[src/rtl/nes_pkg.sv]
`default_nettype none
// ============================================================================
// Module   : nes_pkg
// Purpose  : Button bit positions and responder state encoding for the NES link
// Revision : 1.0 - initial release
// ============================================================================
package nes_pkg;

    localparam int BTN_A      = 0;
    localparam int BTN_B      = 1;
    localparam int BTN_SELECT = 2;
    localparam int BTN_START  = 3;
    localparam int BTN_UP     = 4;
    localparam int BTN_DOWN   = 5;
    localparam int BTN_LEFT   = 6;
    localparam int BTN_RIGHT  = 7;

    localparam logic [1:0] ST_IDLE  = 2'd0;
    localparam logic [1:0] ST_LOAD  = 2'd1;
    localparam logic [1:0] ST_SHIFT = 2'd2;
    localparam logic [1:0] ST_DONE  = 2'd3;

    typedef enum logic [1:0] {
        S_IDLE  = ST_IDLE,
        S_LOAD  = ST_LOAD,
        S_SHIFT = ST_SHIFT,
        S_DONE  = ST_DONE
    } nes_state_t;

endpackage
`default_nettype wire

[src/rtl/nes_input_filter.sv]
`default_nettype none
// ============================================================================
// Module   : nes_input_filter
// Purpose  : Synchronizes an async input and commits a new level only after
//            FILTER_CYCLES consecutive differing samples
// Revision : 1.0 - initial release
// ============================================================================
module nes_input_filter #(
    parameter int SYNC_STAGES   = 2,
    parameter int FILTER_CYCLES = 4
) (
    input  logic sysclk,
    input  logic sysreset,
    input  logic din,
    output logic dout
);

    localparam int             CW         = (FILTER_CYCLES > 1) ? $clog2(FILTER_CYCLES) : 1;
    localparam logic [CW-1:0]  c_last_cnt = CW'(FILTER_CYCLES - 1);

    logic [SYNC_STAGES-1:0] r_sync;
    logic [CW-1:0]          r_cnt;
    logic                   r_level;
    logic                   w_sample;

    assign w_sample = r_sync[SYNC_STAGES-1];
    assign dout     = r_level;

    always_ff @(posedge sysclk or negedge sysreset) begin
        if (!sysreset) begin
            r_sync  <= '0;
            r_cnt   <= '0;
            r_level <= 1'b0;
        end else begin
            r_sync <= {r_sync[SYNC_STAGES-2:0], din};
            // Any sample matching the current level restarts the stability count.
            if (w_sample == r_level) begin
                r_cnt <= '0;
            end else if (r_cnt == c_last_cnt) begin
                r_level <= w_sample;
                r_cnt   <= '0;
            end else begin
                r_cnt <= r_cnt + CW'(1);
            end
        end
    end

endmodule
`default_nettype wire

[src/rtl/nes_pad_responder.sv]
`default_nettype none
// ============================================================================
// Module   : nes_pad_responder
// Purpose  : NES controller emulator - latches buttons, shifts them out
//            active-low on each filtered pulse rise
// Revision : 1.0 - initial release
// ============================================================================
module nes_pad_responder
    import nes_pkg::*;
#(
    parameter int NUM_BUTTONS   = 8,
    parameter int SYNC_STAGES   = 2,
    parameter int FILTER_CYCLES = 4,
    parameter int CNT_WIDTH     = 16
) (
    input  logic                   sysclk,
    input  logic                   sysreset,
    input  logic [NUM_BUTTONS-1:0] buttons,
    input  logic                   nes_latch,
    input  logic                   nes_pulse,
    output logic                   nes_data,
    output logic                   poll_done,
    output logic [CNT_WIDTH-1:0]   poll_count
);

    localparam int            IW         = $clog2(NUM_BUTTONS + 1);
    localparam logic [IW-1:0] c_idx_last = IW'(NUM_BUTTONS);

    logic                   w_latch_f;
    logic                   w_pulse_f;
    logic                   w_pulse_rise;
    logic                   r_pulse_d;

    nes_state_t             r_state,  w_state_nxt;
    logic [NUM_BUTTONS-1:0] r_shreg,  w_shreg_nxt;
    logic [IW-1:0]          r_idx,    w_idx_nxt;
    logic                   r_data,   w_data_nxt;
    logic                   r_done,   w_done_nxt;
    logic [CNT_WIDTH-1:0]   r_cnt,    w_cnt_nxt;

    nes_input_filter #(
        .SYNC_STAGES   (SYNC_STAGES),
        .FILTER_CYCLES (FILTER_CYCLES)
    ) u_latch_filt (
        .sysclk   (sysclk),
        .sysreset (sysreset),
        .din      (nes_latch),
        .dout     (w_latch_f)
    );

    nes_input_filter #(
        .SYNC_STAGES   (SYNC_STAGES),
        .FILTER_CYCLES (FILTER_CYCLES)
    ) u_pulse_filt (
        .sysclk   (sysclk),
        .sysreset (sysreset),
        .din      (nes_pulse),
        .dout     (w_pulse_f)
    );

    assign w_pulse_rise = w_pulse_f & ~r_pulse_d;

    always_ff @(posedge sysclk or negedge sysreset) begin
        if (!sysreset) begin
            r_pulse_d <= 1'b0;
            r_state   <= S_IDLE;
            r_shreg   <= '0;
            r_idx     <= '0;
            r_data    <= 1'b1;
            r_done    <= 1'b0;
            r_cnt     <= '0;
        end else begin
            r_pulse_d <= w_pulse_f;
            r_state   <= w_state_nxt;
            r_shreg   <= w_shreg_nxt;
            r_idx     <= w_idx_nxt;
            r_data    <= w_data_nxt;
            r_done    <= w_done_nxt;
            r_cnt     <= w_cnt_nxt;
        end
    end

    // r_idx is the 1-based number of the bit currently on the line; the rise
    // seen while the last bit is presented completes the frame.
    always_comb begin
        w_state_nxt = r_state;
        w_shreg_nxt = r_shreg;
        w_idx_nxt   = r_idx;
        w_data_nxt  = r_data;
        w_done_nxt  = 1'b0;
        w_cnt_nxt   = r_cnt;
        if (w_latch_f) begin
            w_state_nxt = S_LOAD;
            w_shreg_nxt = buttons;
            w_data_nxt  = ~buttons[0];
            w_idx_nxt   = '0;
        end else begin
            case (r_state)
                S_IDLE: w_data_nxt = 1'b1;
                S_LOAD: begin
                    w_state_nxt = S_SHIFT;
                    w_idx_nxt   = IW'(1);
                end
                S_SHIFT: begin
                    if (w_pulse_rise) begin
                        w_shreg_nxt = r_shreg >> 1;
                        w_data_nxt  = ~w_shreg_nxt[0];
                        if (r_idx == c_idx_last) begin
                            w_done_nxt  = 1'b1;
                            w_cnt_nxt   = r_cnt + CNT_WIDTH'(1);
                            w_state_nxt = S_DONE;
                        end else begin
                            w_idx_nxt = r_idx + IW'(1);
                        end
                    end
                end
                S_DONE:  w_data_nxt  = 1'b1;
                default: w_state_nxt = S_IDLE;
            endcase
        end
    end

    assign nes_data   = r_data;
    assign poll_done  = r_done;
    assign poll_count = r_cnt;

endmodule
`default_nettype wire

[config.mk]
export PLATFORM = sky130hd
export DESIGN_NAME = nes_pad_responder
export DESIGN_NICKNAME = d
export VERILOG_FILES = /design/src/rtl/nes_pkg.sv /design/src/rtl/nes_input_filter.sv /design/src/rtl/nes_pad_responder.sv
export SDC_FILE = /design/constraint.sdc
export NUM_CORES = 1
export LEC_CHECK = 0
export CAP_MARGIN = 20
export CORE_MARGIN = 4
export CORE_UTILIZATION = 53
export DETAILED_ROUTE_END_ITERATION = 10
export PLACE_DENSITY = 0.88
export SYNTH_ARGS = -nofsm -noshare
export SYNTH_HDL_FRONTEND = slang
export SYNTH_SLANG_ARGS = --single-unit
[constraint.sdc]
create_clock -name sysclk -period 2.1 [get_ports sysclk]
set_input_delay 0.21 -clock sysclk [delete_from_list [all_inputs] [get_ports sysclk]]
set_output_delay 0.21 -clock sysclk [all_outputs]
set_load 0.02 [all_outputs]
# Word level (Yosys, flattened, before mapping)
# Index checks and enable logic that the tools add are counted.
# word_totals
regBits	43
input_bits	12
# op_classes
n_addsub	4
n_eq_ne	11
n_mux	22
bitwise_logic	7
n_reduce_logical	13
# op_table
cell	n
$mux 8	3
$add 16x1->16 const B	1
$mux 2	7
$mux 4	3
$ne 3x2->1 const B	3
$eq 2x2->1 const B	4
$pmux 4 s2	1
$reduce_and 2->1	4
$mux 1	6
$not 1->1	6
$reduce_and 3->1	2
$reduce_bool 3->1	2
$add 2x1->2 const B	2
$add 4x1->4 const B	1
$eq 4x4->1 const B	1
$pmux 2 s2	1
$reduce_and 4->1	1
$reduce_bool 2->1	2
$eq 1x1->1	2
$eq 2x1->1 const B	1
$logic_not 2->1	1
$pmux 1 s2	1
$reduce_or 2->1	1
$and 1x1->1	1

# Depth between registers and ports, before layout
# logic_depth
ltp_word	5
ltp_mapped	8

# Modules after synthesis
# From an unflattened synthesis, not the netlist that was laid out.
# unflattened
hier_cells	166
area_unflattened_um2	1946.9
# modules_own_cells
mod	instances	cells_each	area_per_inst_um2	seq_area_each_um2
nes_pad_responder	1	146	1599.0	802.0
nes_input_filter	2	10	173.9	125.1

# Least setup slack after synthesis
# Ideal clock, no wire load.
# synth_timing
path_type	reg-to-reg
from	register r_state[0]
to	register r_cnt[15] (netlist: poll_count[15])
arrival_ns	1.755
setup_slack_ns	0.265
stages_incl_launch_ff	9
path_cell_list	dfrtp_1 -> inv_1 -> ha_1 -> buf_4 -> nand4b_4 -> or4_4 -> buf_6 -> nor3_4 -> xor2_1
# synth_between
elab_chain_len	2
# synth_lines
element	line	source
from (decl)	nes_pad_responder.sv:34	nes_state_t r_state, w_state_nxt;
from (signal assigned)	nes_pad_responder.sv:74	r_state <= w_state_nxt;
$eq 2x2->1	nes_pad_responder.sv:98	case (r_state)
$reduce_and 4->1 (no line)	-	
to (signal assigned)	nes_pad_responder.sv:79	r_cnt <= w_cnt_nxt;
to (decl)	nes_pad_responder.sv:39	logic [CNT_WIDTH-1:0] r_cnt, w_cnt_nxt;
# No other way between the ends.
# A chain may end at the register's enable or synchronous reset.

# Final worst setup path
# layout_timing
from	register r_idx[0]
to	register r_cnt[15] (netlist: poll_count[15])
# layout_between
elab_chain_len	2
# layout_lines
element	line	source
from (decl)	nes_pad_responder.sv:36	logic [IW-1:0] r_idx, w_idx_nxt;
from (signal assigned)	nes_pad_responder.sv:76	r_idx <= w_idx_nxt;
$eq 4x4->1	nes_pad_responder.sv:108	if (r_idx == c_idx_last) begin
$reduce_and 4->1 (no line)	-	
# No other way between the ends.

==> flow_metrics.env <==
export IMPL_final_cell_mix="dfrtp_1, clkdlybuf4s50_1, nand2_1"
export IMPL_cts_max_path_buffers=2
export IMPL_dr_wl_met2_mm=1.953
export IMPL_dp_cells=239
export IMPL_syn_num_nets=187
export IMPL_topRoutingLayerUsed="met4"
export IMPL_p_per_area_nw_per_um2=1073
export IMPL_coreArea_um2=3442
export IMPL_place_gp_congestion=0.8369
export IMPL_reg2reg_from="r_idx[0]$_DFFE_PN0P_"
export IMPL_multi_input_area_um2=824.5
export IMPL_syn_area_um2=1941
export IMPL_wirelength_mm=3.894
export IMPL_io_pins=30
export IMPL_hold_path_class="in -> async"
export IMPL_postCtsHoldBufs=0
export IMPL_drt_iter0_markers=61
export IMPL_setup_violations=0
export IMPL_ys_warn_count=0
export IMPL_vias=1342
export IMPL_vias_per_cell=5.433
export IMPL_antenna_found_initial=0
export IMPL_fmax_mhz=519.7
export IMPL_cts_sinks=42
export IMPL_rsz0062_at_grt="no"
export IMPL_crit_required_ps=2320
export IMPL_max_cap_violations=0
export IMPL_rows=21
export IMPL_synth_cell_types=35
export IMPL_start_util_pct=56.38
export IMPL_fin_tns_setup_ps=0
export IMPL_numCtsBuffers=5
export IMPL_ys_seq_area_share_pct=54.22
export IMPL_cts_tree="built"
export IMPL_wl_met3_um=210
export IMPL_fin_worst_skew_ps=7.886
export IMPL_worst_slew_pin_slew_ps=898.9
export IMPL_firstDrtPassIters=4
export IMPL_met1Wirelength_mm=1.660
export IMPL_n_fill_cell=263
export IMPL_overflow=0
export IMPL_relSlewSlack_pct=40.07
export IMPL_grt_usage_pct=19.15
export IMPL_path_max_fanout=7
export IMPL_p_leak_uw=0.001124
export IMPL_hold_viol_final=0
export IMPL_period_share_pct=91.63
export IMPL_final_cells=247
export IMPL_port_buffers=29
export IMPL_syn_inst=168
export IMPL_status="finished, final reports clean"
export IMPL_cts_root_buf="clkbuf_8"
export IMPL_syn_to_final_growth_pct=22.57
export IMPL_drc=0
export IMPL_cp_start_kind="register"
export IMPL_htree_num_levels=2
export IMPL_final_nets=219
export IMPL_die_y_um=68.51
export IMPL_end_kind="register"
export IMPL_drive_gt1_share_pct=11.44
export IMPL_p_total_uw=2552
export IMPL_path_clk_slew_ps=90
export IMPL_min_period_ps=1924
export IMPL_seqCellArea_um2=1052
export IMPL_final_common_cell="dfrtp_1"
export IMPL_syn_avg_cell_area_um2=11.55
export IMPL_critPathArrivalTime_ps=2140
export IMPL_ys_ff_latch=42
export IMPL_grt_pass1_wl_mm=6.548
export IMPL_place_hpwl_mm=2.685
export IMPL_cts_resized=0
export IMPL_peakVddDrop_mv=0.4971
export IMPL_grt_pass1_vias=1439
export IMPL_ff2ff_setup_slack_ps=180
export IMPL_die_w_um=68.51
export IMPL_grt_max_degree=43
export IMPL_cp_startpoint="r_idx[0]$_DFFE_PN0P_"
export IMPL_diodes=0
export IMPL_insertion_delay_ps=300
export IMPL_ant_nets=0
export IMPL_slew_violations=0
export IMPL_die_area_um2=4694
export IMPL_worst_setup_path_type="reg -> reg"
export IMPL_post_cts_buffers=0
export IMPL_avgRoutedWirePerCell_um=15.77
Yosys cell counts:
library cell	count	area, um^2
nor3_1	3	15.01
nand2b_1	2	12.51
nor3_2	4	40.04
nor3_4	1	16.27
xnor2_1	10	87.58
inv_1	5	18.77
dfstp_2	1	26.28
mux2i_1	9	90.09
nand2_1	15	56.30
nand3b_1	2	15.01
dfrtp_1	41	1026
ha_1	7	87.58
o2bb2ai_1	1	8.760
nand4b_4	1	23.77
nand4b_1	1	8.760
nand4_1	5	31.28
buf_1	2	7.510
nor2_1	7	26.28
or3_1	1	6.260
buf_6	2	22.52
mux2_2	3	33.78
xor2_1	7	61.31
and3_1	2	12.51
or4_4	1	11.26
nor4_1	1	6.260
o21a_1	2	15.01
and4_1	1	8.760
o21bai_1	1	7.510
a21oi_1	6	30.03
nand3_1	7	35.03
o21ai_0	11	55.05
nor2b_1	2	12.51
a41o_1	1	10.01
buf_4	1	7.510
clkbuf_1	2	7.510
metrics by stage:
stage	utilization (%)	setup slack [ps]	instance area, um^2	hold slack (ps)
after detailed placement	65.69	224.6	2261	334.7
after global routing	69.10	79.36	2379	97.56
after floorplan	-	265.4	1941	-85.59
after global placement	65.69	312.0	2261	334.0
final	69.10	175.8	2379	27.82
after CTS	69.10	171.5	2379	53.40
final timing paths:
kind,to,cells after the start
setup reg to reg,poll_count[15]$_DFFE_PN0P_,6
min in group sysclk,u_pulse_filt.r_sync[0]$_DFF_PN0_,1
max in group asynchronous,r_state[1]$_DFFE_PN0P_,1
hold reg to reg,u_pulse_filt.r_sync[1]$_DFF_PN0_,0
setup / recovery,poll_count[15]$_DFFE_PN0P_,6
hold / removal,r_shreg[7]$_DFFE_PN0P_,1
area by class of cell:
| class | count | share of cell area, % |
|---|---|---|
| tap | 46 | 2.420 |
| clock buffer | 5 | 2.893 |
| sequential | 42 | 44.24 |
| multi-input combinational | 114 | 34.67 |
| inverter | 5 | 0.7891 |
| timing repair buffer | 32 | 12.94 |
| clock inverter | 3 | 2.052 |
cells by family after synthesis:
kind of cell               after synthesis  share of synthesized area, %
AOI/OAI and AO/OA                       22                         6.512
xor gates and xnor gates                17                         7.672
adders and majority gates                7                         4.513
buffers and inverters                   12                         3.289
DFF                                     42                         54.22
muxes                                   12                         6.383
and+or+nand+nor                         56                         17.41
routing by layer:
| metal | track usage, % | up-vias |
|---|---|---|
| met5 | 0 | - |
| met4 | 8.685 | 0 |
| met3 | 5.511 | 8 |
| met2 | 32.30 | 38 |
| met1 | 22.51 | 653 |
| li1 | - | 643 |
critical path, cell delays in order (launching register included):
cell and delay (ps):
dfrtp_1 420, inv_1 90, ha_1 210, nand4b_4 150, or4_4 590, nor3_4 200
xor2_1 180
where the power goes:
part / switching (uW) / leakage, uW / internal, uW
clock: 296 / 0.0000563 / 362
combinational: 448 / 0.000523 / 333
sequential: 116 / 0.000545 / 996
total: 860 / 0.00112 / 1690
sequential cells by signal, indices dropped and copies added (netlist names), 2 cells and up:
register,flops
u_latch_filt.r_cnt,2
r_idx,4
poll_count,16
r_shreg,7
u_pulse_filt.r_sync,2
u_latch_filt.r_sync,2
r_state,2
u_pulse_filt.r_cnt,2
Note: power is estimated with default switching activity, not from simulation.
